`src/rtl/patgen_if.sv`:
```
`default_nettype none
// ============================================================================
// Module   : patgen_if
// Brief    : Sync-generator inputs and display-stage outputs of the pattern generator.
// Revision : 1.0
// ============================================================================
interface patgen_if;
  logic       VRSTART;
  logic       DSP_preDE;
  logic       DSP_HSYNC_X;
  logic       DSP_VSYNC_X;
  logic       DSP_DE;
  logic       DSP_HSYNC_OUT_X;
  logic       DSP_VSYNC_OUT_X;
  logic [7:0] DSP_R;
  logic [7:0] DSP_G;
  logic [7:0] DSP_B;

  modport master (
    output VRSTART, DSP_preDE, DSP_HSYNC_X, DSP_VSYNC_X,
    input  DSP_DE, DSP_HSYNC_OUT_X, DSP_VSYNC_OUT_X, DSP_R, DSP_G, DSP_B
  );

  modport slave (
    input  VRSTART, DSP_preDE, DSP_HSYNC_X, DSP_VSYNC_X,
    output DSP_DE, DSP_HSYNC_OUT_X, DSP_VSYNC_OUT_X, DSP_R, DSP_G, DSP_B
  );
endinterface
`default_nettype wire

```
`src/rtl/patgen.sv`:
```
`default_nettype none
// ============================================================================
// Module   : patgen
// Brief    : Four-pattern RGB test generator, re-aligning DE/syncs by one DCLK.
// Revision : 1.0
// ============================================================================
module patgen (
  input  logic       DCLK,
  input  logic       DRST_X,
  input  logic [1:0] RESOL,
  input  logic [1:0] PSEL,
  patgen_if.slave    sif
);

  logic        r_vrstart_d;
  logic [1:0]  r_psel;
  logic [1:0]  r_resol;
  logic [10:0] r_x;
  logic [10:0] r_y;
  logic [7:0]  r_frame;
  logic [7:0]  r_bar_cnt;
  logic [2:0]  r_bar_idx;
  logic        r_de;
  logic        r_hsync_x;
  logic        r_vsync_x;
  logic [23:0] r_rgb;

  logic        w_frame_start;
  logic [7:0]  w_bw;
  logic [10:0] w_w;
  logic [10:0] w_h;
  logic [7:0]  w_gray;
  logic        w_grid_on;
  logic [23:0] w_pix;

  assign w_frame_start = sif.VRSTART & ~r_vrstart_d;

  always_comb begin
    w_bw = 8'd80;
    w_w  = 11'd640;
    w_h  = 11'd480;
    case (r_resol)
      2'd1: begin w_bw = 8'd100; w_w = 11'd800;  w_h = 11'd600;  end
      2'd2: begin w_bw = 8'd128; w_w = 11'd1024; w_h = 11'd768;  end
      2'd3: begin w_bw = 8'd160; w_w = 11'd1280; w_h = 11'd1024; end
      default: ;
    endcase
  end

  always_comb begin
    w_gray    = r_x[7:0] + r_frame;
    w_grid_on = (r_x == 11'd0) || (r_x == w_w - 11'd1) ||
                (r_y == 11'd0) || (r_y == w_h - 11'd1) ||
                (r_x[5:0] == 6'd0) || (r_y[5:0] == 6'd0);
    w_pix     = 24'h000000;
    case (r_psel)
      // Bar index bits map straight onto inverted colour channels
      2'd0:    w_pix = {{8{~r_bar_idx[1]}}, {8{~r_bar_idx[2]}}, {8{~r_bar_idx[0]}}};
      2'd1:    w_pix = {3{w_gray}};
      2'd2:    w_pix = (r_x[5] ^ r_y[5] ^ r_frame[6]) ? 24'hFFFFFF : 24'h000000;
      default: w_pix = w_grid_on ? 24'hFFFFFF : 24'h000080;
    endcase
  end

  always_ff @(posedge DCLK or negedge DRST_X) begin
    if (!DRST_X) begin
      r_vrstart_d <= 1'b0;
      r_psel      <= 2'd0;
      r_resol     <= 2'd0;
      r_x         <= 11'd0;
      r_y         <= 11'd0;
      r_frame     <= 8'd0;
      r_bar_cnt   <= 8'd0;
      r_bar_idx   <= 3'd0;
      r_de        <= 1'b0;
      r_hsync_x   <= 1'b1;
      r_vsync_x   <= 1'b1;
      r_rgb       <= 24'h000000;
    end else begin
      r_vrstart_d <= sif.VRSTART;
      r_de        <= sif.DSP_preDE;
      r_hsync_x   <= sif.DSP_HSYNC_X;
      r_vsync_x   <= sif.DSP_VSYNC_X;
      r_x         <= sif.DSP_preDE ? r_x + 11'd1 : 11'd0;

      if (w_frame_start) begin
        r_psel  <= PSEL;
        r_resol <= RESOL;
        r_y     <= 11'd0;
        r_frame <= r_frame + 8'd1;
      end else if (!sif.DSP_preDE && r_de) begin
        r_y <= r_y + 11'd1;
      end

      if (sif.DSP_preDE) begin
        if (r_bar_cnt == w_bw - 8'd1) begin
          r_bar_cnt <= 8'd0;
          if (r_bar_idx != 3'd7) r_bar_idx <= r_bar_idx + 3'd1;
        end else begin
          r_bar_cnt <= r_bar_cnt + 8'd1;
        end
      end else begin
        r_bar_cnt <= 8'd0;
        r_bar_idx <= 3'd0;
      end

      r_rgb <= sif.DSP_preDE ? w_pix : 24'h000000;
    end
  end

  assign sif.DSP_DE          = r_de;
  assign sif.DSP_HSYNC_OUT_X = r_hsync_x;
  assign sif.DSP_VSYNC_OUT_X = r_vsync_x;
  assign sif.DSP_R           = r_rgb[23:16];
  assign sif.DSP_G           = r_rgb[15:8];
  assign sif.DSP_B           = r_rgb[7:0];

endmodule
`default_nettype wire

```
`src/flat_wrapper.sv`:
```
// flat-port wrapper written by rule: the top's interface ports become plain ports
module patgen_flat 
  (DCLK, DRST_X, RESOL, PSEL, sif_VRSTART, sif_DSP_preDE, sif_DSP_HSYNC_X, sif_DSP_VSYNC_X, sif_DSP_DE, sif_DSP_HSYNC_OUT_X, sif_DSP_VSYNC_OUT_X, sif_DSP_R, sif_DSP_G, sif_DSP_B);
  patgen_if sif_i ();
  input  logic DCLK;
  input  logic DRST_X;
  input  logic [1:0] RESOL;
  input  logic [1:0] PSEL;
  input wire logic [$bits(sif_i.VRSTART)-1:0] sif_VRSTART;
  input wire logic [$bits(sif_i.DSP_preDE)-1:0] sif_DSP_preDE;
  input wire logic [$bits(sif_i.DSP_HSYNC_X)-1:0] sif_DSP_HSYNC_X;
  input wire logic [$bits(sif_i.DSP_VSYNC_X)-1:0] sif_DSP_VSYNC_X;
  output wire logic [$bits(sif_i.DSP_DE)-1:0] sif_DSP_DE;
  output wire logic [$bits(sif_i.DSP_HSYNC_OUT_X)-1:0] sif_DSP_HSYNC_OUT_X;
  output wire logic [$bits(sif_i.DSP_VSYNC_OUT_X)-1:0] sif_DSP_VSYNC_OUT_X;
  output wire logic [$bits(sif_i.DSP_R)-1:0] sif_DSP_R;
  output wire logic [$bits(sif_i.DSP_G)-1:0] sif_DSP_G;
  output wire logic [$bits(sif_i.DSP_B)-1:0] sif_DSP_B;
  assign sif_i.VRSTART = sif_VRSTART;
  assign sif_i.DSP_preDE = sif_DSP_preDE;
  assign sif_i.DSP_HSYNC_X = sif_DSP_HSYNC_X;
  assign sif_i.DSP_VSYNC_X = sif_DSP_VSYNC_X;
  assign sif_DSP_DE = sif_i.DSP_DE;
  assign sif_DSP_HSYNC_OUT_X = sif_i.DSP_HSYNC_OUT_X;
  assign sif_DSP_VSYNC_OUT_X = sif_i.DSP_VSYNC_OUT_X;
  assign sif_DSP_R = sif_i.DSP_R;
  assign sif_DSP_G = sif_i.DSP_G;
  assign sif_DSP_B = sif_i.DSP_B;
  patgen u_core (.DCLK(DCLK), .DRST_X(DRST_X), .RESOL(RESOL), .PSEL(PSEL), .sif(sif_i));
endmodule
```
`config.mk`:
```
export PLATFORM = sky130hd
export DESIGN_NAME = patgen_flat
export DESIGN_NICKNAME = d
export VERILOG_FILES = /design/src/rtl/patgen_if.sv /design/src/rtl/patgen.sv /design/src/flat_wrapper.sv
export SDC_FILE = /design/constraint.sdc
export NUM_CORES = 1
export LEC_CHECK = 0
export ABC_AREA = 1
export CAP_MARGIN = 20
export CORE_AREA = 4 4 93 95
export DETAILED_ROUTE_END_ITERATION = 7
export DIE_AREA = 0 0 97 99
export GPL_TIMING_DRIVEN = 1
export PLACE_DENSITY = 0.75
export SLEW_MARGIN = 20
export SYNTH_ARGS = -nofsm -noshare
export SYNTH_HDL_FRONTEND = slang
export SYNTH_SLANG_ARGS = --single-unit
export TNS_END_PERCENT = 5
```
`constraint.sdc`:
```
create_clock -name DCLK -period 1.9 [get_ports DCLK]
set_input_delay 0.19 -clock DCLK [delete_from_list [all_inputs] [get_ports DCLK]]
set_output_delay 0.19 -clock DCLK [all_outputs]
set_load 0.01 [all_outputs]
```
==> results of run 1 <==
-- per-layer routing --
metal  global-route usage  share of wire
met3              0.03326          0.033
met4              0.07127          0.018
met2               0.3381           0.51
met5                    0              0
met1               0.2080           0.43
-- report_power, final --
part           switching, W  leakage (nW)  internal [W]
combinational      0.000857          1.40      0.000710
clock              0.000663        0.0848      0.000496
sequential         0.000178         0.949       0.00178
total               0.00170          2.43       0.00299
-- worst max-delay path, stage by stage, from the launching register on --
cell and delay (ps):
dfrtp_1 440, inv_2 110, ha_4 140, inv_4 30, ha_4 280, nand2_2 60
inv_2 60, nor2_2 30, nand2_1 50, nor2_1 40, nand2_1 60, nand3_2 90
nand2_4 150, buf_12 150, clkinv_4 50, nand2_2 50, inv_2 30
-- timing repair --
item	CTS	global route
pin swaps	0	12
setup endpoints to repair	1	34
gates resized for setup	1	41
gates cloned	0	3
endpoints found under the hold margin	22	0
hold buffers	1	0
buffers inserted	0	4
-- path summary, 6_finish.rpt --
check / end / cells past startpoint / start
setup / recovery: u_core.r_rgb[15] / 16 / u_core.r_resol[0]
hold / removal: u_core.sif.DSP_VSYNC_OUT_X / 1 / sif_DSP_VSYNC_X
setup reg to reg: u_core.r_rgb[15] / 16 / u_core.r_resol[0]
hold reg to reg: u_core.r_bar_cnt[0] / 1 / u_core.r_bar_cnt[0]
max in group asynchronous: u_core.r_resol[1] / 3 / DRST_X
min in group asynchronous: u_core.r_frame[3] / 2 / DRST_X
-- state kept, by name, summed over array words and instances, names as in the netlist --
name / count
u_core.r_bar_cnt: 8
u_core.r_bar_idx: 3
u_core.r_frame: 8
u_core.r_psel: 2
u_core.r_resol: 2
u_core.r_rgb: 24
u_core.r_vrstart_d: 1
u_core.r_x: 11
u_core.r_y: 11
u_core.sif.DSP_DE: 1
u_core.sif.DSP_HSYNC_OUT_X: 1
u_core.sif.DSP_VSYNC_OUT_X: 1
-- cell usage in the layout, fill, tap and decap left out, types with 4 or more instances in the layout --
cell type	count
nand2_1	125
dfrtp_1	71
nor2_1	64
inv_1	61
clkdlybuf4s50_1	35
nand3_1	27
buf_4	17
nor3_1	16
o21ai_0	16
ha_1	16
nor2_2	15
a21oi_1	14
inv_2	11
xor2_1	10
clkbuf_8	9
nor2_4	8
nand2_2	6
o21ai_1	6
xnor2_1	5
nand4_1	5
ha_4	4
-- stage by stage --
| stage | setup TNS [ps] | std cells |
|---|---|---|
| after floorplan | 0 | 508 |
| after global placement | 0 | 654 |
| after detailed placement | 0 | 654 |
| after CTS | 0 | 671 |
| after global routing | -2172 | 678 |
| final | -25.33 | 678 |
-- final cells by class --
type,count,area (um^2),share of cell area
Clock buffer,9,123.9,0.02479
Clock inverter,7,60.06,0.01202
Inverter,74,285.3,0.05710
Multi-Input combinational cell,354,1976,0.3954
Sequential cell,73,1829,0.3661
Tap cell,102,127.6,0.02554
Timing Repair Buffer,59,594.3,0.1190
-- logic make-up (layout without fill, tap and decap cells) --
group	count (synthesis)	in the layout	synth area share
and+or+nand+nor	278	278	0.3047
adders and majority gates	22	22	0.07069
xor gates and xnor gates	15	15	0.03284
AOI/OAI and AO/OA	39	39	0.05255
DFF	73	73	0.4573
buffers and inverters	81	149	0.08195
==> flow_metrics.py, run 1 <==
metrics = {
    "placed_design": {
        "gp_congestion": 0.8760,
        "dp_hpwl_um": 6103,
        "dp_slack_ps": 9.190,
        "port_buffers": 36,
        "placed_area_mm2": 0.004586,
    },
    "finish": {
        "area_growth_pct": 24.90,
        "nNetsFinal": 603,
        "diodes": 0,
        "postLayoutCellArea_mm2": 0.004996,
        "fillers": 656,
        "layout-drive-gt1-share": 0.1667,
        "utilization": 0.6465,
    },
    "drt": {
        "drc_errors": 0,
        "drtIter0Drc": 98,
        "vias": 3387,
        "routed_wl_um": 8490,
        "wl_per_cell_um": 12.52,
        "ant_nets": 0,
        "via_per_inst": 4.996,
        "dr.pass1.iters": 4,
    },
    "cts": {
        "htreeDepth": 3,
        "clk_pin_slew_worst_paths_ps": 90,
        "root_buffer": "clkbuf_8",
        "cts_made_buffers": 9,
        "clock_latency_ps": 360,
        "cts_tree": "built",
        "clk_path_buf_depth": 2,
        "cts.sinks": 73,
    },
    "yosys": {
        "synth_seq_cells": 73,
        "synth_top_cell_area_share": 0.4442,
        "ys_seq_area_frac": 0.4573,
        "syn_nets": 540,
        "synth_area_per_cell_um2": 7.874,
        "netlist_top_cells_count": "nand2_1, nor2_1, dfrtp_1",
        "async_flop_share": 1.000,
        "synth.distinct_cells": 33,
        "syn-cell-area_mm2": 0.004000,
        "synth_edf_count": 0,
        "yosys_warnings": 0,
        "yosys.area.top_type": "dfrtp_1",
        "synth.most_common_cell": "nand2_1",
        "synth-main-ff-cell": "dfrtp_1",
        "synth.area.top_cells": "dfrtp_1, nand2_1, nor2_1, ha_1, inv_1",
        "syn_inst": 508,
    },
    "grt": {
        "grt_max_degree": 39,
        "grt_usage": 0.1825,
        "antenna_found_initial": 0,
        "grt_pass1_wl_um": 14370,
        "grt_pass1_vias": 3349,
        "grt_overflow": 0,
    },
    "die": {
        "initial_core_util": 0.5176,
        "core_area_mm2": 0.007727,
        "die_h_um": 99,
        "die_w_um": 97,
        "rows": 32,
        "die_area_mm2": 0.009603,
        "ios": 37,
    },
    "worst_setup_path": {
        "cp_max_fo": 6,
        "critPathLaunchType": "register",
        "critPathKind": "register to register",
        "cp-end-kind": "register",
        "arrival_ps": 2170,
        "crit_required_ps": 2160,
        "regToRegSetupSlack_ps": -10,
    },
    "sta": {
        "holdWs_ps": 235.2,
        "worst_pin_slew_ps": 579.6,
        "period_minus_slack_ps": 1913,
        "final_max_slew_viol_count": 0,
        "setup_ws_ps": -12.74,
        "hold_violations": 0,
        "period_share": 1.007,
        "setup_viol": 2,
        "max_freq_mhz": 522.8,
        "fin_skew_ps": 11.15,
        "grt_setup_unrepaired": "true",
        "max_slew_margin": 0.6136,
    },
    "min_path": {
        "hp-class": "primary input to register",
    },
    "pwr": {
        "leakage_nw": 2.435,
        "power_w": 0.004686,
        "vdd_drop_max_mv": 0.4116,
        "p_per_area_mw_per_mm2": 938.0,
    },
    "job": {
        "max_cap_viol_count": 0,
    },
    "run_status": {
        "violations": "negative setup slack",
        "status": "finished, violations left",
    },
}
(Power assumes the default switching activity.)
==> run 2: changes to the inputs <==
--- a/config.mk
+++ b/config.mk
@@ -7,11 +7,10 @@
 export LEC_CHECK = 0
 export ABC_AREA = 1
 export CAP_MARGIN = 20
-export CORE_AREA = 4 4 93 95
+export CORE_AREA = 4 4 132 134
 export DETAILED_ROUTE_END_ITERATION = 7
-export DIE_AREA = 0 0 97 99
+export DIE_AREA = 0 0 136 138
 export GPL_TIMING_DRIVEN = 1
-export PLACE_DENSITY = 0.75
 export SLEW_MARGIN = 20
 export SYNTH_ARGS = -nofsm -noshare
 export SYNTH_HDL_FRONTEND = slang
==> run 2 against run 1 <==
  * The flow now finishes without violations
  * Critical path depth is 2 lower
  * Non-clock buffer count is the same
  * Sequential power hardly changed
  * Total power is 12% higher
  * Wire length rose by 4.6%
  * Critical endpoint is now u_core.r_rgb[21]
  * Highest routed layer unchanged
==> flow_metrics.py, run 2 (synthesis results as in run 1) <==
metrics = {
    "sta": {
        "grt_setup_unrepaired": "true",
        "fin_setup_tns_ps": 0,
        "setup_viol": 0,
        "worst_pin_slew_ps": 747.5,
        "max_freq_mhz": 538.7,
        "period_minus_slack_ps": 1856,
        "hold_violations": 0,
        "fin_skew_ps": 4.730,
        "final_max_slew_viol_count": 0,
        "period_share": 0.9771,
        "max_slew_margin": 0.5017,
    },
    "finish": {
        "postLayoutCellArea_mm2": 0.005162,
        "final_common_cell": "nand2_1",
        "regMostFlops": "u_core.r_rgb",
        "layout_common_cells": "nand2_1, nor2_1, dfrtp_1",
        "top_regs": "u_core.r_rgb x24, u_core.r_x x11, u_core.r_y x11",
        "layout-drive-gt1-share": 0.1302,
        "largest_reg_flops": 24,
        "finalNonFillerCells": 796,
        "fillers": 1746,
        "nNetsFinal": 603,
        "diodes": 0,
        "area_growth_pct": 29.06,
    },
    "pwr": {
        "vdd_drop_max_mv": 0.4898,
        "swShare": 0.3141,
        "p_per_area_mw_per_mm2": 1015,
        "leakage_nw": 2.498,
        "net-switching-power_w": 0.001645,
        "clkPwrFrac": 0.348,
        "power_frac_seq": 0.378,
        "p_int_w": 0.003592,
        "combPwrFrac": 0.273,
    },
    "worst_setup_path": {
        "crit_buf_inv": 4,
        "r2r_end": "u_core.r_rgb[21]",
        "worstReg2RegStart": "u_core.r_resol[0]",
        "critPathLaunchType": "register",
        "startpoint": "u_core.r_resol[0]",
        "arrival_ps": 2120,
        "cp_max_fo": 5,
        "path_cells": "inv_2 > ha_1 > inv_2 > ha_4 > nand2_1 > inv_1 > nor2_1 > nand2_1 > nor2_1 > nand2_1 > nand3_2 > nand2_4 > clkbuf_16 > nor2_2",
        "worstRegToRegCells": 14,
        "regToRegSetupSlack_ps": 40,
        "cpPeakStageDelay_ps": 400,
        "crit_path_top_delay_cell": "dfrtp_1",
        "cp-end-kind": "register",
        "crit_family": "simple AND/OR/NAND/NOR gates",
        "cp_common_cell": "nand2_1",
        "critPathKind": "register to register",
        "crit_end": "u_core.r_rgb[21]",
        "crit_required_ps": 2170,
        "cp.depth": 14,
    },
    "run_status": {
        "status": "finished, final reports clean",
    },
    "placed_design": {
        "placed_cells": 775,
        "dp_hpwl_um": 6455,
        "placed_area_mm2": 0.004746,
        "port_buffers": 36,
        "gp_congestion": 0.8132,
    },
    "grt": {
        "grt_overflow": 0,
        "grt_max_degree": 59,
        "grt_pass1_wl_um": 15370,
        "grt_pass1_vias": 3182,
        "grt_usage": 0.1010,
        "antenna_found_initial": 0,
    },
    "cts": {
        "cts_made_buffers": 9,
        "cts.sinks": 73,
        "clock_latency_ps": 340,
        "htreeDepth": 3,
        "root_buffer": "clkbuf_16",
        "clk_pin_slew_worst_paths_ps": 60,
        "cts_tree": "built",
        "clk_path_buf_depth": 2,
    },
    "die": {
        "rows": 47,
        "initial_core_util": 0.2456,
        "die_h_um": 138,
        "ios": 37,
        "core_area_mm2": 0.01629,
        "die_w_um": 136,
        "die_area_mm2": 0.01877,
    },
    "drt": {
        "via_per_inst": 4.106,
        "dr.pass1.iters": 5,
        "routed_wl_um": 8879,
        "dr.max_layer_used": "met4",
        "ant_nets": 0,
        "dr_wl_met2_um": 4271,
        "wl_met1_um": 4118,
        "vias": 3268,
        "wl_met3_um": 387,
        "drc_errors": 0,
        "wl_per_cell_um": 11.15,
        "drtIter0Drc": 183,
    },
    "min_path": {
        "hp-class": "primary input to register",
        "hp-start": "sif_DSP_VSYNC_X",
    },
    "job": {
        "max_cap_viol_count": 0,
    },
}
-- run 2: changes by cell type in the layout (fill, tap and decap cells not counted), sizes merged --
| cell | delta |
|---|---|
| bufinv | +2 |
| clkinv | +1 |
| clkinvlp | -1 |
| inv | -2 |
-- run 2: worst min path at each step --
stage	to	slack, ps	cells after the start
floorplan	u_core.r_bar_cnt[0]	-110	0
global placement	u_core.r_rgb[23]	310	1
detailed placement	u_core.r_rgb[23]	310	1
CTS	u_core.sif.DSP_VSYNC_OUT_X	250	1
global route	u_core.sif.DSP_VSYNC_OUT_X	250	1
finish	u_core.sif.DSP_VSYNC_OUT_X	260	1
-- run 2: stage by stage --
stage,total power (W),hold slack (ps),worst slack (ps),util
floorplan,0.002850,-105.6,12.00,-
global placement,0.003400,310.5,70.30,0.2913
detailed placement,0.003419,310.4,28.05,0.2913
CTS,0.005269,253.1,5.866,0.3115
global route,0.005619,248.2,-100.9,0.3169
finish,0.005238,260.5,43.53,0.3169
-- run 2: worst register-to-register path: cells and delay by family, from the launching register on --
| family | cells | cell delay, ps |
|---|---|---|
| adder cells (fa/ha/maj) | 2 | 410 |
| flip-flops | 1 | 400 |
| buffers and inverters | 4 | 360 |
| AND/OR/NAND/NOR | 8 | 640 |
-- run 2: area by class of cell --
type,instances,area [um^2],share of cell area
Clock buffer,9,225.2,0.04363
Clock inverter,7,93.84,0.01818
Inverter,74,277.8,0.05381
Multi-Input combinational cell,354,1876,0.3633
Sequential cell,73,1831,0.3546
Tap cell,220,275.3,0.05332
Timing Repair Buffer,59,584.3,0.1132
-- run 2: per-layer routing --
| metal | track usage | up-vias |
|---|---|---|
| met5 | 0 | - |
| met4 | 0.02546 | 0 |
| met2 | 0.1679 | 48 |
| li1 | - | 1712 |
| met1 | 0.1289 | 1499 |
| met3 | 0.02907 | 9 |
-- run 2: power by group through the flow --
| stage | Sequential, W | Combinational (W) | Clock, W |
|---|---|---|---|
| after floorplan | 0.00202 | 0.000834 | 0 |
| after global placement | 0.00202 | 0.00138 | 0 |
| after detailed placement | 0.00202 | 0.00140 | 0 |
| after CTS | 0.00199 | 0.00141 | 0.00187 |
| after global routing | 0.00202 | 0.00165 | 0.00195 |
| final | 0.00198 | 0.00143 | 0.00183 |
-- run 2: what timing repair did --
action,4_1_cts,5_1_grt
buffers inserted,0,1
endpoints found under the setup margin,0,35
hold buffers,1,0
gates resized for setup,0,10
endpoints found under the hold margin,54,0
==> run 3: changes to the inputs <==
--- a/config.mk
+++ b/config.mk
@@ -7,9 +7,10 @@
 export LEC_CHECK = 0
 export ABC_AREA = 1
 export CAP_MARGIN = 20
-export CORE_AREA = 4 4 132 134
+export CORE_AREA = 4 4 126 140
 export DETAILED_ROUTE_END_ITERATION = 7
-export DIE_AREA = 0 0 136 138
+export DIE_AREA = 0 0 130 144
+export GPL_ROUTABILITY_DRIVEN = 0
 export GPL_TIMING_DRIVEN = 1
 export SLEW_MARGIN = 20
 export SYNTH_ARGS = -nofsm -noshare
==> run 3 against run 2 <==
  * Worst setup slack lost 14 ps
  * Critical path depth shrank 1
  * Clock skew grew 2.7 ps
  * Die area shrank 0.26%
  * Via count is essentially flat
  * Register-to-register slack is essentially flat
  * Combinational power grew 5%
  * Cell area grew 1.2%
  * Sequential share of layout area shrank 0.43 points
==> flow_metrics.py, run 3 (synthesis results as in run 1) <==
metrics = {
    "run_status": {
        "status": "finished, final reports clean",
    },
    "die": {
        "core_area_mm2": 0.01619,
        "die_area_mm2": 0.01872,
        "die_h_um": 144,
        "rows": 49,
        "ios": 37,
        "die_w_um": 130,
        "initial_core_util": 0.2471,
    },
    "sta": {
        "hold_violations": 0,
        "worst_pin_slew_ps": 365.0,
        "fin_skew_ps": 7.386,
        "setup_ws_ps": 29.75,
        "final_max_slew_viol_count": 0,
        "grt_setup_unrepaired": "true",
        "max_slew_margin": 0.7567,
        "setup_viol": 0,
        "period_minus_slack_ps": 1870,
        "holdWs_ps": 265.9,
        "max_freq_mhz": 534.7,
        "period_share": 0.9843,
    },
    "job": {
        "max_cap_viol_count": 0,
    },
    "pwr": {
        "net-switching-power_w": 0.001704,
        "power_frac_seq": 0.374,
        "combPwrFrac": 0.282,
        "p_int_w": 0.003628,
        "swShare": 0.3196,
        "vdd_drop_max_mv": 0.5504,
        "p_per_area_mw_per_mm2": 1020,
        "clkPwrFrac": 0.344,
        "leakage_nw": 2.500,
    },
    "finish": {
        "layout-drive-gt1-share": 0.1568,
        "utilization": 0.3229,
        "largest_reg_flops": 24,
        "final_common_cell": "nand2_1",
        "fillers": 1708,
        "diodes": 0,
        "top_regs": "u_core.r_rgb x24, u_core.r_x x11, u_core.r_y x11",
        "area_growth_pct": 30.65,
        "layout_common_cells": "nand2_1, dfrtp_1, inv_1",
        "nNetsFinal": 601,
        "regMostFlops": "u_core.r_rgb",
    },
    "worst_setup_path": {
        "arrival_ps": 2150,
        "regToRegSetupSlack_ps": 30,
        "cp-end-kind": "register",
        "critPathLaunchType": "register",
        "critPathKind": "register to register",
        "crit_required_ps": 2170,
        "cp_max_fo": 6,
    },
    "grt": {
        "grt_usage": 0.1028,
        "antenna_found_initial": 0,
        "grt_max_degree": 47,
        "grt_overflow": 0,
        "grt_pass1_vias": 3193,
        "grt_pass1_wl_um": 15240,
    },
    "cts": {
        "cts_made_buffers": 9,
        "clk_pin_slew_worst_paths_ps": 60,
        "htreeDepth": 3,
        "root_buffer": "clkbuf_16",
        "clock_latency_ps": 340,
        "cts.sinks": 73,
        "cts_tree": "built",
        "clk_path_buf_depth": 2,
    },
    "drt": {
        "dr.max_layer_used": "met4",
        "dr.pass1.iters": 4,
        "dr_wl_met2_um": 4381,
        "ant_nets": 0,
        "routed_wl_um": 8813,
        "vias": 3267,
        "drc_errors": 0,
        "drtIter0Drc": 137,
        "wl_met3_um": 314,
        "wl_met1_um": 3971,
        "via_per_inst": 4.199,
        "wl_per_cell_um": 11.33,
    },
    "min_path": {
        "hp-class": "primary input to register",
    },
    "placed_design": {
        "dp_hpwl_um": 6451,
        "port_buffers": 36,
        "dp_slack_ps": 0.3013,
    },
}
==> run 3: changes by cell type in the layout (fill, tap and decap cells not counted), sizes merged <==
| cell | before | now |
|---|---|---|
| inv | 75 | 74 |
| clkinvlp | 2 | 1 |
| buf | 21 | 20 |
| clkbuf | 11 | 10 |
| clkinv | 2 | 4 |
==> run 3: power by group through the flow <==
stage          clock network, W  logic, W  registers, W
2_1_floorplan                 0  0.000834       0.00202
3_3_place_gp                  0   0.00138       0.00202
3_5_place_dp                  0   0.00139       0.00202
4_1_cts                 0.00189   0.00142       0.00200
5_1_grt                 0.00195   0.00172       0.00202
6_report                0.00184   0.00150       0.00199
==> run 3: metal layers <==
layer	up-vias	GRT usage
met5	-	0
met4	0	0.04267
met3	10	0.02253
met2	52	0.1765
met1	1503	0.1245
li1	1702	-
==> run 3: area by class of cell <==
| class | count | area, um^2 | area share |
|---|---|---|---|
| multi-input cells | 354 | 1958 | 0.3747 |
| inverters | 74 | 277.8 | 0.05315 |
| well taps | 204 | 255.2 | 0.04884 |
| flip-flops and latches | 73 | 1831 | 0.3503 |
| repair buffers | 57 | 584.3 | 0.1118 |
| clock inverters | 7 | 95.09 | 0.01819 |
| clock buffers | 9 | 225.2 | 0.04309 |
==> run 3: final timing paths <==
kind / startpoint / to / cells past startpoint
max in group asynchronous: DRST_X / u_core.r_resol[0] / 3
min in group asynchronous: DRST_X / u_core.r_rgb[14] / 2
min: sif_DSP_VSYNC_X / u_core.sif.DSP_VSYNC_OUT_X / 1
max: u_core.r_resol[0] / u_core.r_rgb[22] / 13
min reg2reg: u_core.r_bar_cnt[0] / u_core.r_bar_cnt[0] / 1
max reg2reg: u_core.r_resol[0] / u_core.r_rgb[22] / 13
==> run 3: worst max-delay path, cell delays in order, from the launching register on <==
cell and delay, ps:
dfrtp_2 440, inv_2 100, ha_4 130, inv_2 30, ha_4 280, nor2_1 40, nor2_1 100, nand2_1 50
nor2_1 80, nand2_1 70, nand3_2 90, nand2_4 110, clkbuf_16 190, nor2_2 90
==> run 3: through the flow <==
step,cells,total power (W),setup TNS (ps),area (um^2)
floorplan,508,0.002850,0,4015
global placement,755,0.003395,0,4708
detailed placement,755,0.003414,0,4708
CTS,776,0.005307,0,5099
global route,778,0.005688,-1375,5226
finish,778,0.005332,0,5226
==> run 3: repair_timing <==
item / CTS / global route
hold endpoints to repair: 25 / 0
hold buffers: 1 / 0
setup endpoints to repair: 5 / 33
gates resized for setup: 6 / 29
setup buffers: 4 / 1
gates cloned: 1 / 1
pin swaps: 3 / 5
